File: config.mk
export PLATFORM = sky130hd
export DESIGN_NAME = i2c_target
export DESIGN_NICKNAME = d
export VERILOG_FILES = /design/src/rtl/i2c_target_pkg.sv /design/src/rtl/i2c_bus_monitor.sv /design/src/rtl/i2c_target.sv
export SDC_FILE = /design/constraint.sdc
export NUM_CORES = 1
export LEC_CHECK = 0
export CAP_MARGIN = 20
export CORE_ASPECT_RATIO = 1.25
export CORE_MARGIN = 8
export CORE_UTILIZATION = 25
export CTS_BUF_LIST = sky130_fd_sc_hd__clkbuf_8
export DETAILED_ROUTE_END_ITERATION = 8
export PLACE_DENSITY = 0.52
export SYNTH_ARGS = -nofsm -noshare
export SYNTH_HDL_FRONTEND = slang
export SYNTH_SLANG_ARGS = --single-unit
File: constraint.sdc
create_clock -name clk -period 4.2 [get_ports clk]
set_input_delay 0.63 -clock clk [delete_from_list [all_inputs] [get_ports clk]]
set_output_delay 0.63 -clock clk [all_outputs]
set_load 0.01 [all_outputs]
File: src/rtl/i2c_target_pkg.sv
// Shared types and constants for the I2C target: FSM state encoding, bus bit levels, data width.
package i2c_target_pkg;

  typedef enum logic [2:0] {
    ST_IDLE      = 3'd0,
    ST_ADDR      = 3'd1,
    ST_ADDR_ACK  = 3'd2,
    ST_WR_BYTE   = 3'd3,
    ST_WR_ACK    = 3'd4,
    ST_RD_BYTE   = 3'd5,
    ST_RD_ACK    = 3'd6,
    ST_WAIT_STOP = 3'd7
  } i2c_target_state_t;

  localparam logic I2C_ACK  = 1'b0;
  localparam logic I2C_NACK = 1'b1;
  localparam int   I2C_DATA_W = 24;
  localparam logic [3:0] I2C_BITS_PER_BYTE = 4'd8;

  function automatic logic [1:0] sat_inc2(input logic [1:0] v);
    sat_inc2 = (v == 2'd3) ? 2'd3 : (v + 2'd1);
  endfunction

endpackage

File: src/rtl/i2c_bus_monitor.sv
// Samples scl/sda and flags scl edges plus START/STOP conditions.
// Define I2C_TARGET_SYNC_EN to insert a 2-flop synchroniser ahead of edge detection.
module i2c_bus_monitor (
  input  logic clk,
  input  logic rst,
  input  logic scl,
  input  logic sda_in,
  output logic scl_rise,
  output logic scl_fall,
  output logic start_det,
  output logic stop_det,
  output logic sda_bit
);

  logic scl_s;
  logic sda_s;
  logic scl_q;
  logic sda_q;

`ifdef I2C_TARGET_SYNC_EN
  logic [1:0] scl_sync_q;
  logic [1:0] sda_sync_q;

  // Two-stage synchroniser, idles released (high)
  always_ff @(posedge clk) begin
    if (!rst) begin
      scl_sync_q <= 2'b11;
      sda_sync_q <= 2'b11;
    end else begin
      scl_sync_q <= {scl_sync_q[0], scl};
      sda_sync_q <= {sda_sync_q[0], sda_in};
    end
  end

  assign scl_s = scl_sync_q[1];
  assign sda_s = sda_sync_q[1];
`else
  assign scl_s = scl;
  assign sda_s = sda_in;
`endif

  // History registers for edge and condition detection
  always_ff @(posedge clk) begin
    if (!rst) begin
      scl_q <= 1'b1;
      sda_q <= 1'b1;
    end else begin
      scl_q <= scl_s;
      sda_q <= sda_s;
    end
  end

  // A simultaneous scl/sda change never qualifies as START/STOP since scl_q must equal scl_s
  assign scl_rise  = scl_s & ~scl_q;
  assign scl_fall  = ~scl_s & scl_q;
  assign start_det = scl_s & scl_q & sda_q & ~sda_s;
  assign stop_det  = scl_s & scl_q & ~sda_q & sda_s;
  assign sda_bit   = sda_s;

endmodule

File: src/rtl/i2c_target.sv
// I2C target: 7-bit address match, 3-byte write into rx_data, 3-byte read from tx_data.
// Optional I2C_TARGET_SYNC_EN (see i2c_bus_monitor) adds input synchronisation.
module i2c_target
  import i2c_target_pkg::*;
#(
  parameter logic [6:0] TARGET_ADDR = 7'h42,
  parameter int         NUM_BYTES   = 3
) (
  input  logic                  clk,
  input  logic                  rst,
  input  logic                  scl,
  input  logic                  sda_in,
  output logic                  sda_out,
  input  logic [I2C_DATA_W-1:0] tx_data,
  output logic [I2C_DATA_W-1:0] rx_data,
  output logic                  rx_valid,
  output logic                  busy,
  output logic                  addr_hit
);

  localparam logic [1:0] NB      = 2'(NUM_BYTES);
  localparam logic [1:0] NB_LAST = 2'(NUM_BYTES - 1);

  logic scl_rise;
  logic scl_fall;
  logic start_det;
  logic stop_det;
  logic sda_bit;

  i2c_target_state_t     state_q, state_d;
  logic [3:0]            bit_cnt_q, bit_cnt_d;
  logic [1:0]            byte_cnt_q, byte_cnt_d;
  logic [7:0]            addr_sr_q, addr_sr_d;
  logic [I2C_DATA_W-1:0] rx_sr_q, rx_sr_d;
  logic [I2C_DATA_W-1:0] tx_sr_q, tx_sr_d;
  logic                  rw_q, rw_d;
  logic                  sda_out_q, sda_out_d;
  logic [I2C_DATA_W-1:0] rx_data_q, rx_data_d;
  logic                  rx_valid_q, rx_valid_d;
  logic                  busy_q, busy_d;
  logic                  addr_hit_q, addr_hit_d;

  i2c_bus_monitor u_mon (
    .clk       (clk),
    .rst       (rst),
    .scl       (scl),
    .sda_in    (sda_in),
    .scl_rise  (scl_rise),
    .scl_fall  (scl_fall),
    .start_det (start_det),
    .stop_det  (stop_det),
    .sda_bit   (sda_bit)
  );

  // State, counters, shift registers and registered outputs
  always_ff @(posedge clk) begin
    if (!rst) begin
      state_q    <= ST_IDLE;
      bit_cnt_q  <= 4'd0;
      byte_cnt_q <= 2'd0;
      addr_sr_q  <= 8'h00;
      rx_sr_q    <= '0;
      tx_sr_q    <= '0;
      rw_q       <= 1'b0;
      sda_out_q  <= 1'b1;
      rx_data_q  <= '0;
      rx_valid_q <= 1'b0;
      busy_q     <= 1'b0;
      addr_hit_q <= 1'b0;
    end else begin
      state_q    <= state_d;
      bit_cnt_q  <= bit_cnt_d;
      byte_cnt_q <= byte_cnt_d;
      addr_sr_q  <= addr_sr_d;
      rx_sr_q    <= rx_sr_d;
      tx_sr_q    <= tx_sr_d;
      rw_q       <= rw_d;
      sda_out_q  <= sda_out_d;
      rx_data_q  <= rx_data_d;
      rx_valid_q <= rx_valid_d;
      busy_q     <= busy_d;
      addr_hit_q <= addr_hit_d;
    end
  end

  // Next-state logic; bus conditions override per-state behaviour
  always_comb begin
    state_d    = state_q;
    bit_cnt_d  = bit_cnt_q;
    byte_cnt_d = byte_cnt_q;
    addr_sr_d  = addr_sr_q;
    rx_sr_d    = rx_sr_q;
    tx_sr_d    = tx_sr_q;
    rw_d       = rw_q;
    sda_out_d  = sda_out_q;
    rx_data_d  = rx_data_q;
    rx_valid_d = 1'b0;
    busy_d     = busy_q;
    addr_hit_d = addr_hit_q;

    if (stop_det) begin
      state_d    = ST_IDLE;
      bit_cnt_d  = 4'd0;
      byte_cnt_d = 2'd0;
      sda_out_d  = 1'b1;
      busy_d     = 1'b0;
      addr_hit_d = 1'b0;
    end else if (start_det) begin
      state_d    = ST_ADDR;
      bit_cnt_d  = 4'd0;
      byte_cnt_d = 2'd0;
      sda_out_d  = 1'b1;
      busy_d     = 1'b1;
      addr_hit_d = 1'b0;
    end else begin
      case (state_q)
        ST_ADDR: begin
          if (scl_rise) begin
            addr_sr_d = {addr_sr_q[6:0], sda_bit};
            bit_cnt_d = bit_cnt_q + 4'd1;
          end else if (scl_fall && (bit_cnt_q == I2C_BITS_PER_BYTE)) begin
            bit_cnt_d = 4'd0;
            if (addr_sr_q[7:1] == TARGET_ADDR) begin
              sda_out_d  = I2C_ACK;
              addr_hit_d = 1'b1;
              rw_d       = addr_sr_q[0];
              state_d    = ST_ADDR_ACK;
            end else begin
              state_d = ST_WAIT_STOP;
            end
          end else begin
            addr_sr_d = addr_sr_q;
          end
        end
        ST_ADDR_ACK: begin
          if (scl_fall) begin
            if (rw_q) begin
              tx_sr_d   = tx_data;
              sda_out_d = tx_data[I2C_DATA_W-1];
              bit_cnt_d = 4'd1;
              state_d   = ST_RD_BYTE;
            end else begin
              sda_out_d = 1'b1;
              state_d   = ST_WR_BYTE;
            end
          end else begin
            state_d = ST_ADDR_ACK;
          end
        end
        ST_WR_BYTE: begin
          if (scl_rise) begin
            if (byte_cnt_q < NB) begin
              rx_sr_d = {rx_sr_q[I2C_DATA_W-2:0], sda_bit};
            end else begin
              rx_sr_d = rx_sr_q;
            end
            bit_cnt_d = bit_cnt_q + 4'd1;
          end else if (scl_fall && (bit_cnt_q == I2C_BITS_PER_BYTE)) begin
            sda_out_d = (byte_cnt_q < NB) ? I2C_ACK : I2C_NACK;
            bit_cnt_d = 4'd0;
            state_d   = ST_WR_ACK;
          end else begin
            state_d = ST_WR_BYTE;
          end
        end
        ST_WR_ACK: begin
          if (scl_fall) begin
            sda_out_d  = 1'b1;
            byte_cnt_d = sat_inc2(byte_cnt_q);
            state_d    = ST_WR_BYTE;
            if (byte_cnt_q == NB_LAST) begin
              rx_data_d  = rx_sr_q;
              rx_valid_d = 1'b1;
            end else begin
              rx_valid_d = 1'b0;
            end
          end else begin
            state_d = ST_WR_ACK;
          end
        end
        ST_RD_BYTE: begin
          // Rotation keeps the next bit at [22] so it is driven straight from the register
          if (scl_fall) begin
            if (bit_cnt_q == I2C_BITS_PER_BYTE) begin
              sda_out_d = 1'b1;
              bit_cnt_d = 4'd0;
              state_d   = ST_RD_ACK;
            end else begin
              tx_sr_d   = {tx_sr_q[I2C_DATA_W-2:0], tx_sr_q[I2C_DATA_W-1]};
              sda_out_d = tx_sr_q[I2C_DATA_W-2];
              bit_cnt_d = bit_cnt_q + 4'd1;
            end
          end else begin
            state_d = ST_RD_BYTE;
          end
        end
        ST_RD_ACK: begin
          if (scl_rise) begin
            if ((sda_bit == I2C_ACK) && (byte_cnt_q < NB_LAST)) begin
              byte_cnt_d = byte_cnt_q + 2'd1;
              state_d    = ST_RD_BYTE;
            end else begin
              sda_out_d = 1'b1;
              state_d   = ST_WAIT_STOP;
            end
          end else begin
            state_d = ST_RD_ACK;
          end
        end
        ST_WAIT_STOP: state_d = ST_WAIT_STOP;
        ST_IDLE:      state_d = ST_IDLE;
        default:      state_d = ST_IDLE;
      endcase
    end
  end

  assign sda_out  = sda_out_q;
  assign rx_data  = rx_data_q;
  assign rx_valid = rx_valid_q;
  assign busy     = busy_q;
  assign addr_hit = addr_hit_q;

endmodule
Word level (Yosys, flattened, before mapping). Index checks and enable logic that the tools add are counted.

Reduce and logical (&&, ||, !) cells: 22. Add/subtract/negate cells: 2. $lt $le $gt $ge: 2. Muxes and demuxes: 46. Equality and inequality tests: 30. Bitwise operators: 17.

Operator list (number): $mux W24 (4); $pmux W24 S2 (1); $mux W3 (11); $ne A2 B2 Y1 const B (13); $mux W4 (6); $pmux W3 S8 (1); $reduce_and A4 Y1 (5); $mux W1 (15); $reduce_and A5 Y1 (3); $eq A3 B3 Y1 const B (4); $ne A3 B3 Y1 const B (4); $pmux W4 S3 (1); $reduce_and A11 Y1 (1); $mux W2 (5); $not A1 Y1 (10); $and A1 B1 Y1 (7); $eq A7 B7 Y1 const B (1); $reduce_and A7 Y1 (1); $eq A3 B2 Y1 const B (2); $pmux W1 S6 (1); $reduce_and A6 Y1 (1); $reduce_bool A6 Y1 (1); $reduce_or A5 Y1 (1); $add A4 B1 Y4 const B (1); other kinds (14) (19).

Bits of input ports: 28. Logic and storage cells: 134. Register bits: 96.

Longest topological paths before layout. Gate-level depths: netlist (run 1).

Depth after elaboration: 7. Gate-level depth with buffers: 9.

Cells and area by module. From an unflattened synthesis (run 1), not the netlist that was laid out.

Cell total of the unflattened synthesis: 493. Area, all modules: 4390.5 um^2.

By module, submodules not included: i2c_target (area each 4297.9 um^2, instances 1, sequential area each 1881.8 um^2, cells each 484); i2c_bus_monitor (area each 92.6 um^2, instances 1, sequential area each 40.0 um^2, cells each 9).

Worst setup path before layout (run 1). No wires, ideal clock.

Path kind: input -> register. Start point: in scl. End point: reg bit_cnt_q[3]. Arrival time: 1.878 ns. Stages on the path: 6. Slack: 2.252 ns. Required time: 4.130 ns. Path buffers: 1. Setup time: 0.070 ns. Cells stage by stage: buf_6 -> and2b_2 -> nand2_4 -> a31o_4 -> or4_1 -> a21oi_1.

Word-level cells in the longest chain between the ends: 5. Elaborated cells on any way between the ends: 16. Classes of those cells: 3 x eq/ne; 2 x mux; 8 x bitwise; 3 x reduce/logical.

RTL lines: start: declaration (RTL line i2c_target.sv:11) `input logic scl,`; $not A1 Y1 (RTL line i2c_bus_monitor.sv:55) `assign scl_fall = ~scl_s & scl_q;`; $and A1 B1 Y1 (RTL line i2c_bus_monitor.sv:55); $logic_and A1 B1 Y1 (RTL line i2c_target.sv:121, i2c_target.sv:158); $ne A3 B1 Y1 (no line); $reduce_and A5 Y1 (no line); end signal: assignment (RTL line i2c_target.sv:72) `bit_cnt_q <= bit_cnt_d;`; end: declaration (RTL line i2c_target.sv:31) `logic [3:0] bit_cnt_q, bit_cnt_d;`.

Several ways; a longest one is shown, not always the timed one. A chain may end at the register's enable or synchronous reset.

Worst setup path in the final report (run 1).
Start point: in scl. End point: reg rx_data_q[15], in the netlist rx_data[15].

Word-level cells in the longest chain between the ends: 5. Elaborated cells on any way between the ends: 10. Classes of those cells: 9 x bitwise; 1 x reduce/logical.

RTL lines: $and A1 B1 Y1 (RTL line i2c_bus_monitor.sv:56, i2c_bus_monitor.sv:57); $and A1 B1 Y1, on equally long branches (2 in a row) (RTL line i2c_bus_monitor.sv:57, i2c_bus_monitor.sv:56); $not A1 Y1 (no line); $reduce_and A5 Y1 (no line) (*); end signal: assignment (RTL line i2c_target.sv:79) `rx_data_q <= rx_data_d;`; end: declaration (RTL line i2c_target.sv:38) `logic [I2C_DATA_W-1:0] rx_data_q, rx_data_d;`.

Mark *: on every way between the ends. The rest lies on a longest branch, timed or not.

==> impl_metrics.csv, run 1 <==
group,metric,value,unit
finish,nets,561,
synth,syn_avg_cell_area,8.86,um2
finish,filler_cell_count,1877,
critical_path,critical-path-max-stage-delay,0.79,ns
drt,vias_per_cell,4.49,
global_route,grtUsageMet3,3.95,%
finish,drive_above_1_share,5.64,%
place,placed_cell_area,5050,um2
timing,maxSlewViolCount,0,
clock_network,clockRootBuffer,"clkbuf_8",
synth,synth_top_area_share,43.8,%
power,p_per_area,344,nW/um2
synth,synthArstFlopShare,0,%
timing,fmax,0.394,GHz
synth,synthFlopType,"dfxtp_1",
place,place_congestion,0.813,
critical_path,crit_chain,"clkdlybuf4s50_1 > nand2b_1 > nor2_1 > and3_1 > nand2_1 > a21boi_0",
drt,dr.pass1.iters,6,
clock_network,cts_setup_buffers,0,
power,p_switching,0.502,mW
critical_path,worst-path-max-fanout,25,
global_route,grt_max_degree,87,
clock_network,cts.sinks,96,
critical_path,crit_type,"input port to flop",
synth,ys_ff_latch,96,
timing,finalCritPeriodShare,60.4,%
clock_network,cts_resized,0,
clock_network,holdBufCountCts,0,
worst_hold_path,hp-class,"flop to flop",
global_route,grt_pass1_wl,15.9,mm
timing,finalClockSkew,0.00882,ns
synth,synthTopCellsByCount,"130 x nand2_1, 96 x dfxtp_1, 40 x a21boi_0, 34 x mux2i_1, 24 x o211a_1",
finish,design_area,5240,um2
clock_network,h-tree-depth,3,
global_route,grt_usage,8.87,%
synth,synthesis.nets,529,
power,pwr-share-clk,32.7,%
power,pwr-share-seq,54.3,%
floorplan,die_h,164,um
power,internal_power,1.30,mW
critical_path,cp-start-kind,"input port",
critical_path,r2r-start,"state_q[1]",
drt,ant_nets,0,
synth,yosys.area.top_type,"dfxtp_1",
synth,synthTopCellsByArea,"dfxtp_1 44%, nand2_1 11%, mux2i_1 7.8%",
critical_path,cp-end-kind,"flop",
drt,drt-initial-drc-count,244,
clock_network,cts_tree,"done",
timing,setup_viol,0,
timing,rsz0062_at_grt,"false",
place,io_buffers,55,
timing,tightest_slew,0.966,ns
floorplan,die_w,134,um
power,total_leakage_power,2.16,nW
clock_network,clock_latency,0.37,ns
place,dp_hpwl,6.48,mm
synth,syn-instance-count,495,
global_route,grt_antenna_before_repair,0,
critical_path,critical_path_arrival,2.84,ns
critical_path,timing.reg2reg.setup_slack,1.70,ns
timing,slew_headroom,35.4,%
synth,seq_area_frac_synth,43.8,%
clock_network,cts-buffers-inserted,9,
outcome,status,"complete, no violations",
drt,drt-total-wl,9.55,mm
floorplan,die_area,22100,um2
global_route,grt-busiest-layer,"met2",
global_route,grt-ovfl-total,0,
finish,areaGrowthSynthToFinish,19.5,%
worst_hold_path,holdCritStartpoint,"rx_sr_q[23]",
floorplan,core_area,17300,um2
power,p_sw_share,27.9,%
synth,syn_area,4380,um2
drt,drc,0,
floorplan,initial_core_util,25.3,%
clock_network,path_clk_slew,0.09,ns
global_route,gr-usage-met1,10.7,%
floorplan,ios,56,
timing,setup-tns-final,0,ns
clock_network,clk_path_buf_depth,2,
synth,yosysMostFrequentCell,"nand2_1",
timing,min_period,2.54,ns
synth,yosys.cell_types.count,53,
power,vdd_drop_max,0.000141,V
critical_path,crit_slowest_cell,"and3_1",
synth,ys_warn_count,0,
power,power_frac_comb,13.0,%
job,drv_cap,0,
global_route,grt_use_met2,13.9,%
drt,via_count,3398,
floorplan,rows,54,
finish,n_antenna_cell,0,
global_route,grt_pass1_vias,3257,
timing,hold_viol,0,
synth,synth_edf_count,0,
critical_path,crit_required,4.50,ns
drt,wl_per_cell,12.6,um
critical_path,critPathLaunch,"scl",
## per-stage QoR
step	util (%)	hold slack (ns)	power [mW]	setup slack, ns	cells
finish	30.3	0.460	1.80	1.66	756
global route	30.3	0.491	1.91	1.32	756
CTS	30.3	0.464	1.84	1.64	756
detailed placement	29.2	0.449	1.23	1.24	740
global placement	29.2	0.444	1.23	1.28	740
floorplan	-	0.435	1.17	2.25	495
## critical path: cells and delay by family
family          cells  cell delay (ns)
compound gates      1             0.17
buf+inv             1             0.57
simple gates        4             1.46
## cells in the final DEF (no fill, tap or decap), types with 2 or more instances in the layout
master	n
buf_4	4
inv_1	5
a31oi_1	3
a21boi_0	40
ha_1	6
a211oi_1	3
dfxtp_1	96
and2b_1	3
a21oi_1	9
o211a_1	24
nor3b_1	2
nand3_1	7
nor2b_1	11
o21ai_0	12
clkbuf_8	11
and2_1	2
and4bb_1	2
nor3_1	2
a21boi_1	8
o21bai_1	2
nor4b_1	2
nand2_1	130
and3_1	2
clkinv_4	2
nor2_1	14
nand2b_1	7
or2b_1	2
o211ai_1	2
mux2i_1	34
a311oi_1	2
clkdlybuf4s50_1	54
nand3b_1	2
## power groups by stage
stage / Clock, mW / Sequential [mW] / Combinational (mW)
3_3_place_gp: 0 / 0.997 / 0.233
6_report: 0.590 / 0.979 / 0.234
2_1_floorplan: 0 / 0.966 / 0.203
3_5_place_dp: 0 / 0.999 / 0.234
5_1_grt: 0.664 / 0.986 / 0.259
4_1_cts: 0.624 / 0.978 / 0.235
## cell type report
cell class / instances / area, um2 / share of cell area, %
multi-input combinational: 356 / 2250 / 43.0
sequential: 96 / 1920 / 36.7
timing repair buffer: 59 / 576 / 11.0
tap: 224 / 280 / 5.35
clock buffer: 11 / 151 / 2.89
clock inverter: 5 / 38.8 / 0.740
inverter: 5 / 18.8 / 0.358
## cells by family after synthesis
| group | Yosys count | share of synthesized area, % |
|---|---|---|
| flops | 96 | 43.8 |
| buf+inv | 43 | 4.91 |
| simple gates | 199 | 20.9 |
| xor+xnor | 1 | 0.200 |
| mux | 34 | 7.76 |
| fa+ha+maj | 6 | 1.71 |
| compound gates | 116 | 20.6 |
## state kept, by name, summed over array words and instances, names as in the netlist
| name | cells |
|---|---|
| bit_cnt_q | 4 |
| sda_out | 1 |
| rw_q | 1 |
| addr_sr_q | 8 |
| rx_data | 24 |
| busy | 1 |
| byte_cnt_q | 2 |
| rx_sr_q | 24 |
| tx_sr_q | 24 |
| rx_valid | 1 |
| state_q | 3 |
| u_mon.scl_q | 1 |
| u_mon.sda_q | 1 |
| addr_hit | 1 |
## layer usage
layer / part of all wire [%] / wire length [um] / vias to the layer above
met4: 1.1 / 101 / 0
met3: 7.4 / 705 / 8
met1: 47 / 4450 / 1564
met2: 45 / 4290 / 67
li1: - / - / 1759
met5: 0 / 0 / -
## final timing paths
check | depth (start not counted) | endpoint
worst max register to register | 5 | tx_sr_q[0]
worst min-delay path | 2 | rx_sr_q[23]
worst min register to register | 2 | rx_sr_q[23]
worst max-delay path | 6 | rx_data[15]
Power figures use the tool's default switching activity.
==> run 2, diff against run 1 <==
PLACE_DENSITY = 0.54   (was 0.52)
clock period = 2.3 ns   (was 4.2 ns; I/O delays follow)
==> impl_metrics.csv, run 2 (synthesized netlist as in run 1, its figures left out) <==
group,metric,value,unit
outcome,status,"complete, no violations",
drt,via_count,3469,
critical_path,cp-start-kind,"flop",
timing,rsz0062_at_grt,"false",
place,dp_hpwl,6.63,mm
place,place_congestion,0.836,
floorplan,initial_core_util,25.3,%
power,p_switching,0.915,mW
clock_network,cts_tree,"done",
critical_path,crit_required,2.60,ns
power,p_per_area,629,nW/um2
clock_network,path_clk_slew,0.09,ns
timing,tightest_slew,0.748,ns
drt,wl_per_cell,12.4,um
timing,slew_headroom,50.1,%
global_route,grt_pass1_vias,3474,
global_route,grt_antenna_before_repair,0,
place,pre_cts_ws,0.0127,ns
clock_network,cts_setup_buffers,0,
timing,maxSlewViolCount,0,
timing,fin_ws,0.297,ns
drt,vias_per_cell,4.51,
clock_network,cts_resized,0,
clock_network,cts-buffers-inserted,9,
finish,final_cell_mix,"130 x nand2_1, 96 x dfxtp_1, 54 x clkdlybuf4s50_1, 40 x a21boi_0, 34 x mux2i_1",
clock_network,clockRootBuffer,"clkbuf_8",
timing,finalCritPeriodShare,87.1,%
critical_path,critical_path_arrival,2.31,ns
job,drv_cap,0,
clock_network,holdBufCountCts,0,
timing,finalClockSkew,0.0104,ns
timing,worst_hold_slack,0.460,ns
clock_network,h-tree-depth,3,
power,p_total,3.40,mW
drt,drt-total-wl,9.56,mm
drt,drc,0,
critical_path,crit_type,"flop to flop",
power,pwr-share-clk,33.6,%
global_route,grt_usage,8.97,%
floorplan,die_h,164,um
critical_path,cp-end-kind,"flop",
clock_network,clock_latency,0.36,ns
finish,areaGrowthSynthToFinish,23.2,%
power,vdd_drop_max,0.000253,V
worst_hold_path,hp-class,"flop to flop",
timing,hold_viol,0,
floorplan,die_w,134,um
finish,final_common_cell,"nand2_1",
power,internal_power,2.48,mW
floorplan,die_area,22100,um2
finish,nets,575,
power,pwr-share-seq,51.1,%
finish,n_antenna_cell,0,
drt,ant_nets,0,
power,p_sw_share,26.9,%
critical_path,worst-path-max-fanout,8,
timing,fmax,0.499,GHz
floorplan,core_area,17300,um2
power,total_leakage_power,2.25,nW
power,power_frac_comb,15.3,%
clock_network,cts.sinks,96,
clock_network,clk_path_buf_depth,2,
floorplan,rows,54,
drt,dr.pass1.iters,4,
global_route,grt-ovfl-total,0,
finish,filler_cell_count,1865,
timing,setup_viol,0,
drt,drt-initial-drc-count,235,
global_route,grt_pass1_wl,16.4,mm
timing,min_period,2.00,ns
timing,setup-tns-final,0,ns
floorplan,ios,56,
global_route,grt_max_degree,87,
finish,drive_above_1_share,8.06,%
place,io_buffers,55,
## run 2: cell count changes in the layout (fill, tap and decap cells not counted), sizes merged
cell,delta
buf,+14
bufinv,+1
clkbuf,-1
clkinv,+1
inv,-1
## run 2: path summary, 6_finish.rpt
path	from	endpoint	slack, ns	depth (start not counted)
worst max register to register	bit_cnt_q[0]	bit_cnt_q[3]	0.30	7
worst min register to register	rx_data[18]	rx_data[18]	0.46	2
worst max-delay path	bit_cnt_q[0]	bit_cnt_q[3]	0.30	7
worst min-delay path	rx_data[18]	rx_data[18]	0.46	2
## run 2: final cells by class
| cell class | count | area (um2) | share of cell area (%) |
|---|---|---|---|
| Timing Repair Buffer | 73 | 718 | 13.3 |
| Sequential cell | 96 | 1920 | 35.6 |
| Inverter | 5 | 18.8 | 0.348 |
| Tap cell | 224 | 280 | 5.19 |
| Clock buffer | 10 | 138 | 2.55 |
| Multi-Input combinational cell | 356 | 2250 | 41.8 |
| Clock inverter | 6 | 68.8 | 1.27 |
## run 2: metal layers
layer  track usage (%)  routed length [um]  up-vias
li1                  -                   -     1791
met1              10.7                4460     1599
met2              14.4                4310       66
met3              2.72                 602       13
met4              4.40                 181        0
met5                 0                   0        -
## run 2: through the flow
step / std cells / util, % / area [um2]
global placement: 754 / 30.0 / 5190
global route: 770 / 31.2 / 5400
CTS: 770 / 31.2 / 5400
detailed placement: 754 / 30.0 / 5190
finish: 770 / 31.2 / 5400
floorplan: 495 / - / 4380
## run 2: critical path: stages, from the launching register on
cell	delay, ns
dfxtp_1	0.36
inv_1	0.08
ha_1	0.13
and3b_1	0.37
nand2_4	0.10
a31o_4	0.28
or4_1	0.46
a21oi_1	0.15
## run 2: power by group through the flow
stage | Sequential (mW) | Combinational, mW | Clock [mW]
after global placement | 1.77 | 0.513 | 0
after floorplan | 1.76 | 0.371 | 0
after detailed placement | 1.77 | 0.517 | 0
after global routing | 1.74 | 0.574 | 1.28
final | 1.74 | 0.519 | 1.14
after CTS | 1.73 | 0.520 | 1.21
==> run 3, diff against run 2 <==
==> constraint.sdc (replaced) <==
create_clock -name clk -period 2.3 [get_ports clk]
set_input_delay 0.46 -clock clk [delete_from_list [all_inputs] [get_ports clk]]
set_output_delay 0.46 -clock clk [all_outputs]
set_load 0.01 [all_outputs]
==> impl_metrics.csv, run 3 (synthesized netlist as in run 1, its figures left out) <==
group,metric,value,unit
outcome,status,"complete, no violations",
clock_network,cts.sinks,96,
critical_path,crit_slowest_cell,"nor2b_1",
timing,fmax,0.481,GHz
critical_path,critical_path_arrival,2.33,ns
global_route,grt_antenna_before_repair,0,
critical_path,cp-end-kind,"flop",
clock_network,clk_path_buf_depth,2,
critical_path,cpLargestDelayFamily,"simple AND/OR/NAND/NOR gates",
clock_network,cts_tree,"done",
drt,drt-initial-drc-count,308,
timing,finalClockSkew,0.0112,ns
drt,drc,0,
finish,final_cells,774,
floorplan,ios,56,
critical_path,cp_num_buf_inv,0,
global_route,grt_usage,8.83,%
finish,final_common_cell,"nand2_1",
global_route,grt_max_degree,87,
drt,dr.pass1.iters,4,
timing,setup_viol,0,
critical_path,worst-path-max-fanout,24,
place,pre_cts_ws,-0.0307,ns
critical_path,crit_type,"flop to flop",
critical_path,r2r-start,"state_q[2]",
global_route,grt_pass1_wl,16.0,mm
drt,via_count,3552,
timing,hold_viol,0,
power,p_per_area,643,nW/um2
power,vdd_drop_max,0.000224,V
drt,wl_per_cell,12.5,um
critical_path,critical-path-max-stage-delay,0.53,ns
critical_path,cp-start-kind,"flop",
place,place_congestion,0.822,
timing,rsz0062_at_grt,"false",
timing,min_period,2.08,ns
critical_path,critPathLaunch,"state_q[2]",
worst_hold_path,hp-class,"flop to flop",
timing,slew_headroom,50.2,%
timing,finalCritPeriodShare,90.3,%
place,place_inst,758,
clock_network,cts_setup_buffers,0,
timing,maxSlewViolCount,0,
finish,n_antenna_cell,0,
drt,drt-total-wl,9.65,mm
timing,fin_ws,0.222,ns
clock_network,cts_resized,0,
floorplan,die_h,164,um
finish,nets,579,
clock_network,clock_latency,0.37,ns
drt,ant_nets,0,
clock_network,cts-buffers-inserted,9,
floorplan,core_area,17300,um2
floorplan,initial_core_util,25.3,%
finish,areaGrowthSynthToFinish,24.8,%
global_route,grt-ovfl-total,0,
clock_network,h-tree-depth,3,
timing,tightest_slew,0.747,ns
finish,drive_above_1_share,8.55,%
clock_network,clockRootBuffer,"clkbuf_8",
drt,vias_per_cell,4.59,
place,io_buffers,55,
power,p_total,3.52,mW
critical_path,crit_required,2.56,ns
worst_hold_path,holdCritStartpoint,"rx_data[18]",
power,total_leakage_power,2.28,nW
clock_network,holdBufCountCts,0,
floorplan,die_area,22100,um2
place,dp_hpwl,6.77,mm
clock_network,path_clk_slew,0.09,ns
global_route,grt_pass1_vias,3479,
finish,design_area,5470,um2
critical_path,crit_chain,"nor2b_1 > nand3_1 > or2_2 > nand2_1 > a21boi_0",
floorplan,rows,54,
timing,setup-tns-final,0,ns
floorplan,die_w,134,um
job,drv_cap,0,
finish,final_cell_mix,"130 x nand2_1, 96 x dfxtp_1, 54 x clkdlybuf4s50_1, 40 x a21boi_0, 34 x mux2i_1",
place,placed_cell_area,5250,um2
## run 3: cell type report
type | instances | area (um2)
fillers | 1880 | 11800
multi-input cells | 356 | 2250
flip-flops and latches | 96 | 1920
repair buffers | 77 | 773
well taps | 224 | 280
clock buffers | 10 | 138
clock inverters | 6 | 83.8
inverters | 5 | 18.8
## run 3: metal layers
metal  global-route usage, %  share of wire (%)
met5                       0                  0
met4                    4.50                1.9
met3                    2.75                6.4
met2                    14.5                 46
met1                    10.1                 45
## run 3: worst paths after layout
kind	to	slack, ns	cells past startpoint
worst max-delay path	rx_sr_q[13]	0.22	5
worst min register to register	rx_data[18]	0.46	2
worst min-delay path	rx_data[18]	0.46	2
worst max register to register	rx_sr_q[13]	0.22	5
## run 3: metrics by stage
stage	utilization (%)	hold slack [ns]
floorplan	-	0.435
global placement	30.3	0.448
detailed placement	30.3	0.449
CTS	31.6	0.462
global route	31.6	0.480
finish	31.6	0.456
## run 3: worst reg2reg max path: cells and delay by family (launching register included)
| family | cells | cell delay [ns] |
|---|---|---|
| simple gates | 4 | 1.42 |
| flops | 1 | 0.46 |
| compound gates | 1 | 0.09 |
## run 3: where the power goes
part / internal, mW / switching, mW / total (mW)
combinational: 0.266 / 0.266 / 0.532
clock: 0.636 / 0.598 / 1.23
sequential: 1.70 / 0.0518 / 1.75
total: 2.60 / 0.915 / 3.52
==> patch 1: new RTL, config.mk and constraints of run 1 <==
Register the inputs `scl`, `sda_in` and `tx_data` before use, without a reset. The logic sees them one clock later.
--- a/src/rtl/i2c_target.sv
+++ b/src/rtl/i2c_target.sv
@@ -21,6 +21,16 @@
   localparam logic [1:0] NB      = 2'(NUM_BYTES);
   localparam logic [1:0] NB_LAST = 2'(NUM_BYTES - 1);
 
+  logic scl_r;
+  logic sda_r;
+  logic [I2C_DATA_W-1:0] tx_data_q;
+
+  always_ff @(posedge clk) begin
+    scl_r     <= scl;
+    sda_r     <= sda_in;
+    tx_data_q <= tx_data;
+  end
+
   logic scl_rise;
   logic scl_fall;
   logic start_det;
@@ -43,8 +53,8 @@
   i2c_bus_monitor u_mon (
     .clk       (clk),
     .rst       (rst),
-    .scl       (scl),
-    .sda_in    (sda_in),
+    .scl       (scl_r),
+    .sda_in    (sda_r),
     .scl_rise  (scl_rise),
     .scl_fall  (scl_fall),
     .start_det (start_det),
@@ -135,8 +145,8 @@
         ST_ADDR_ACK: begin
           if (scl_fall) begin
             if (rw_q) begin
-              tx_sr_d   = tx_data;
-              sda_out_d = tx_data[I2C_DATA_W-1];
+              tx_sr_d   = tx_data_q;
+              sda_out_d = tx_data_q[I2C_DATA_W-1];
               bit_cnt_d = 4'd1;
               state_d   = ST_RD_BYTE;
             end else begin
Behaviour: not the same (a bounded check fails within 4 cycles, from zero or initial values and one cycle with rst low).
==> patch 1 against run 1 <==
  * Critical path depth is 1 higher
  * Cell count rose by 13%
  * Worst hold slack got worse by 0.0065 ns
  * Synthesized area increased by 13%
  * Total power increased by 41%
  * Combinational power rose by 26%
  * Final area up 15%
  * Clock power up 66%
  * Setup slack better by 0.21 ns
  * Global-route usage decreased by 0.17 points
  * First-iteration DRC count shrank 36%
  * Sequential cell count grew 26
  * Routed wire length up 7.8%
  * Largest cell class is now flip-flops and latches
  * Highest routed layer unchanged
==> patch 1: results (changes against run 1) <==
- The flow ran to the end, and the final reports show no timing, DRC or antenna violations.
- The count of different cell masters after synthesis was 56 (+5.7%).
- The half-perimeter wire length of the detailed placement result is 6790 µm (+4.9%).
- The total clock buffers created by CTS is 17 (+8).
- The fraction of post-synthesis cell area in the top cell type by area is 49.2% (+5.3 points).
- The share of synthesized area spent on multiplexers was 5.47% (-2.3 points).
- The number of nets produced by synthesis is 569 (+7.6%).
- The sequential area share after synthesis is 49.2% (+5.3 points).
- The maximum vdd ir drop is 0.216 mV (+53%).
- The sum of routed wire length over all layers came to 10300 µm (+7.8%).
- The xor/xnor share of the synthesized area is 0.176% (-0.023 points).
- The global-route total usage across every layer is 8.70% (-0.17 points).
- The slack of the worst reg-to-reg path is 1.87 ns (+0.17 ns).
- The normalized max-slew margin is 29.8% (-5.6 points).
- The largest clock skew in the final design is 0.0102 ns (+0.00137 ns).
- The overall via count from detail_route is 3734 (+9.9%).
- The global-route wire length before repair is 17400 µm (+9.7%).
- The startpoint of the lowest-slack register-to-register path is state_q[0]$_SDFFE_PP0P_.
- The number of placed instances with taps included is 821 (+11%).
- In the synthesized netlist, the cells that appear most often are sky130_fd_sc_hd__nand2_1 (134), sky130_fd_sc_hd__dfxtp_1 (122), sky130_fd_sc_hd__a21boi_1 (44).
- The number of vias per cell is 4.38 (-2.5%).
- The first-iteration detailed-routing DRC count is 156 (-36%).
- The clock latency reported for the late side of the worst-skew pair is 0.43 ns (+0.06 ns).
- The synthesized netlist cell count is 535 (+8.1%).
- The highest net fanout along the worst path came to 48 (+92%).
- The worst setup path is of the flop to flop kind.
- The worst reg-to-reg path cell count is 7 (+2).
- The clock-pin slew on the worst setup and hold paths was 0.07 ns (-0.02 ns).
- Ranked by total cell area, the synthesized netlist is headed by sky130_fd_sc_hd__dfxtp_1 (49%), sky130_fd_sc_hd__nand2_1 (10%), sky130_fd_sc_hd__a21boi_1 (6.6%).
- The share of the synthesized area in compound gates (AO/OA/AOI/OAI) is 19.4% (-1.3 points).
- The number of levels in the clock H-tree is 4 (+1).
- The final layout net count was 609 (+8.6%).
- The largest net degree at the start of global routing was 87 (unchanged).
- The reg-to-reg endpoint is tx_sr_q[8]$_SDFFE_PN0P_.
- The worst path arrival time came to 2.65 ns (-0.19 ns).
- The adder-cell share of the synthesized area is 1.51% (-0.20 points).
- The first-pass detailed-route iteration total is 4 (-2).
- The final weighted congestion in routability-driven placement is 0.765 (-5.8%).
- The ratio of cells with drive above 1 in the final layout is 7.84% (+2.2 points).
- The number of global-route vias before repair came to 3619 (+11%).
- The leakage power of the design is 2.48 nW (+15%).
## patch 1: stage by stage
| stage | util [%] | worst slack, ns | area (µm²) |
|---|---|---|---|
| after floorplan | - | 2.60 | 4970 |
| final | 31.1 | 1.87 | 6050 |
| after global placement | 29.1 | 1.91 | 5660 |
| after detailed placement | 29.1 | 1.87 | 5680 |
| after global routing | 31.1 | 1.60 | 6050 |
| after CTS | 31.1 | 1.86 | 6050 |
## patch 1: logic make-up after synthesis
kind of cell    after synthesis
simple gates                213
compound gates              124
flops                       122
buf+inv                      42
mux                          27
fa+ha+maj                     6
xor+xnor                      1
## patch 1: worst min-delay path by stage
stage / from / to / slack, ns
CTS: rx_data[13]$_SDFFE_PN0P_ / rx_data[13]$_SDFFE_PN0P_ / 0.46
finish: rx_data[13]$_SDFFE_PN0P_ / rx_data[13]$_SDFFE_PN0P_ / 0.45
global placement: rx_data[4]$_SDFFE_PN0P_ / rx_data[4]$_SDFFE_PN0P_ / 0.44
global route: rx_data[6]$_SDFFE_PN0P_ / rx_data[6]$_SDFFE_PN0P_ / 0.48
detailed placement: rx_data[13]$_SDFFE_PN0P_ / rx_data[13]$_SDFFE_PN0P_ / 0.45
floorplan: rx_sr_q[23]$_SDFFE_PN0P_ / rx_sr_q[23]$_SDFFE_PN0P_ / 0.44
## patch 1: power by group
group	internal, mW	total (mW)	leakage (nW)	switching (mW)
logic	0.144	0.294	1.29	0.151
registers	1.20	1.27	0.994	0.0760
clock network	0.535	0.979	0.199	0.445
## patch 1: layer usage
layer	vias to the layer above	routed length [µm]	GRT usage, %
met4	0	131	3.54
met2	69	4560	13.3
li1	1925	-	-
met1	1732	4960	10.3
met5	-	0	0
met3	8	646	3.91
## patch 1: worst max-delay path, cell delays in order (launching register included)
cell and delay, ns:
sky130_fd_sc_hd__dfxtp_1 0.77, sky130_fd_sc_hd__nand3b_1 0.19, sky130_fd_sc_hd__buf_4 0.31, sky130_fd_sc_hd__a2bb2oi_2 0.18, sky130_fd_sc_hd__nor2_2 0.08, sky130_fd_sc_hd__buf_4 0.41
sky130_fd_sc_hd__nand2_1 0.11, sky130_fd_sc_hd__o211a_1 0.14
## patch 1: final cells by class
class,count,area [µm²]
Clock buffer,22,303
Clock inverter,9,72.6
Fill cell,2039,13400
Inverter,4,15.0
Multi-Input combinational cell,371,2310
Sequential cell,122,2440
Tap cell,265,332
Timing Repair Buffer,59,579
==> patch 2: new RTL, config.mk and constraints of run 1 <==
Made on the original files. Set the package constant `I2C_DATA_W` to 20 (it was 24).
--- a/src/rtl/i2c_target_pkg.sv
+++ b/src/rtl/i2c_target_pkg.sv
@@ -14,7 +14,7 @@
 
   localparam logic I2C_ACK  = 1'b0;
   localparam logic I2C_NACK = 1'b1;
-  localparam int   I2C_DATA_W = 24;
+  localparam int   I2C_DATA_W = 20;
   localparam logic [3:0] I2C_BITS_PER_BYTE = 4'd8;
 
   function automatic logic [1:0] sat_inc2(input logic [1:0] v);
Ports: changed (resized rx_data and tx_data); port bits go from 56 to 48. The function was not compared with the original's and may differ.
==> patch 2 against run 1 <==
  * Final area decreased by 11%
  * Utilization increased by 0.074 points
  * Clock skew increased by 0.00080 ns
  * Sequential cell count decreased by 12
  * Critical path depth unchanged
  * Routed wire length decreased by 13%
  * Worst hold slack improved by 0.0039 ns
  * Global-route usage decreased by 0.097 points
  * Synthesized area decreased by 11%
  * Via count decreased by 8.9%
  * Setup slack improved by 0.020 ns
  * Cell count decreased by 8.7%
Power is not compared: it rests on default switching activity, and its combinational part moved more than twofold at a synthesized area within 25%.
==> patch 2: results (changes against run 1) <==
- The run finished with clean final reports.
- The synthesized area per cell is 8.81 µm² (-0.51%).
- The number of vias per cell came to 4.49 (-0.20%).
- The normalized max-slew margin came to 51.4% (+16 points).
- The number of placed instances with taps included is 674 (-8.9%).
- The count of different cell masters after synthesis is 49 (-7.5%).
- The largest net degree at the start of global routing is 76 (-13%).
- The global-route wire length before repair is 14200 µm (-11%).
- The global-route total usage across every layer was 8.77% (-0.097 points).
- The first-pass detailed-route iteration total is 4 (-2).
- The worst hold endpoint is rx_data[6]$_SDFFE_PN0P_.
- The share of the synthesized area in compound gates (AO/OA/AOI/OAI) was 21.2% (+0.52 points).
- The final layout net count came to 503 (-10%).
- The ratio of cells with drive above 1 in the final layout came to 7.32% (+1.7 points).
- The share of synthesized area spent on multiplexers is 7.69% (-0.070 points).
- The largest clock skew in the final design is 0.00962 ns (+0.000796 ns).
- The final weighted congestion in routability-driven placement came to 0.830 (+2.1%).
- The adder-cell share of the synthesized area is 1.92% (+0.21 points).
- The pre-CTS worst setup slack is 1.26 ns (+0.0212 ns).
- The xor/xnor share of the synthesized area is 0.224% (+0.025 points).
- In this run the critical register-to-register path is launched from state_q[2]$_SDFFE_PP0P_.
- The highest net fanout along the worst path is 20 (-20%).
- The total placed instance area is 4510 µm² (-11%).
- The startpoint identified for the worst hold timing path is rx_data[6]$_SDFFE_PN0P_.
- The number of global-route vias before repair came to 3036 (-6.8%).
- The sequential area share after synthesis came to 43.1% (-0.76 points).
- The slack of the worst reg-to-reg path was 1.86 ns (+0.16 ns).
-- patch 2: cell types whose count changed in the layout (fill, tap and decap cells not counted), sizes merged, moves of 4 or more --
cell           change
or3                +4
nand2             -21
inv                +4
mux2i              -4
o22ai              +4
dfxtp             -12
a21boi             -7
and2b              -4
clkdlybuf4s50      -8
-- patch 2: worst max-delay path: stages --
cell and delay (ns):
sky130_fd_sc_hd__clkdlybuf4s50_1 0.59, sky130_fd_sc_hd__nand2b_2 0.37, sky130_fd_sc_hd__nor3_2 0.27, sky130_fd_sc_hd__and2_1 0.64, sky130_fd_sc_hd__nand2_1 0.13, sky130_fd_sc_hd__a21boi_0 0.17
-- patch 2: report_power, final --
part	switching [mW]	internal [mW]	total, mW
combinational	0.0433	0.0497	0.0930
sequential	0.0106	0.800	0.811
clock	0.311	0.235	0.546
total	0.365	1.09	1.45
-- patch 2: area by class of cell --
class | count | area, µm²
multi-input combinational | 316 | 2010
clock buffer | 10 | 138
inverter | 9 | 33.8
clock inverter | 6 | 47.5
sequential | 84 | 1680
timing repair buffer | 53 | 510
tap | 212 | 265
fill | 1679 | 10800
-- patch 2: cells by family (layout without fill, tap and decap cells) --
logic type,after synthesis,count (layout)
adder cells (fa/ha/maj),6,6
multiplexers,30,30
AND/OR/NAND/NOR,171,171
XOR/XNOR,1,1
buffers and inverters,43,78
flip-flops,84,84
AO/OA/AOI/OAI,108,108
-- patch 2: per-stage QoR --
step,utilization (%),hold slack [ns]
finish,30.4,0.464
global route,30.4,0.486
CTS,30.4,0.471
detailed placement,29.2,0.457
global placement,29.2,0.453
floorplan,-,0.441
-- patch 2: worst max path at each step --
stage	start	depth (start not counted)	slack [ns]	endpoint
finish	scl	6	1.68	rx_data[15]$_SDFFE_PN0P_
global route	scl	6	1.40	rx_data[15]$_SDFFE_PN0P_
CTS	scl	6	1.67	rx_data[15]$_SDFFE_PN0P_
detailed placement	scl	6	1.26	rx_data[15]$_SDFFE_PN0P_
global placement	scl	6	1.37	rx_data[13]$_SDFFE_PN0P_
floorplan	scl	6	2.37	sda_out$_SDFFE_PP1P_
-- patch 2: layer usage --
layer / track usage (%) / share of wire [%]
met1: 9.76 / 46
met2: 14.4 / 45
met3: 3.01 / 6.4
met4: 4.82 / 2.6
met5: 0 / 0
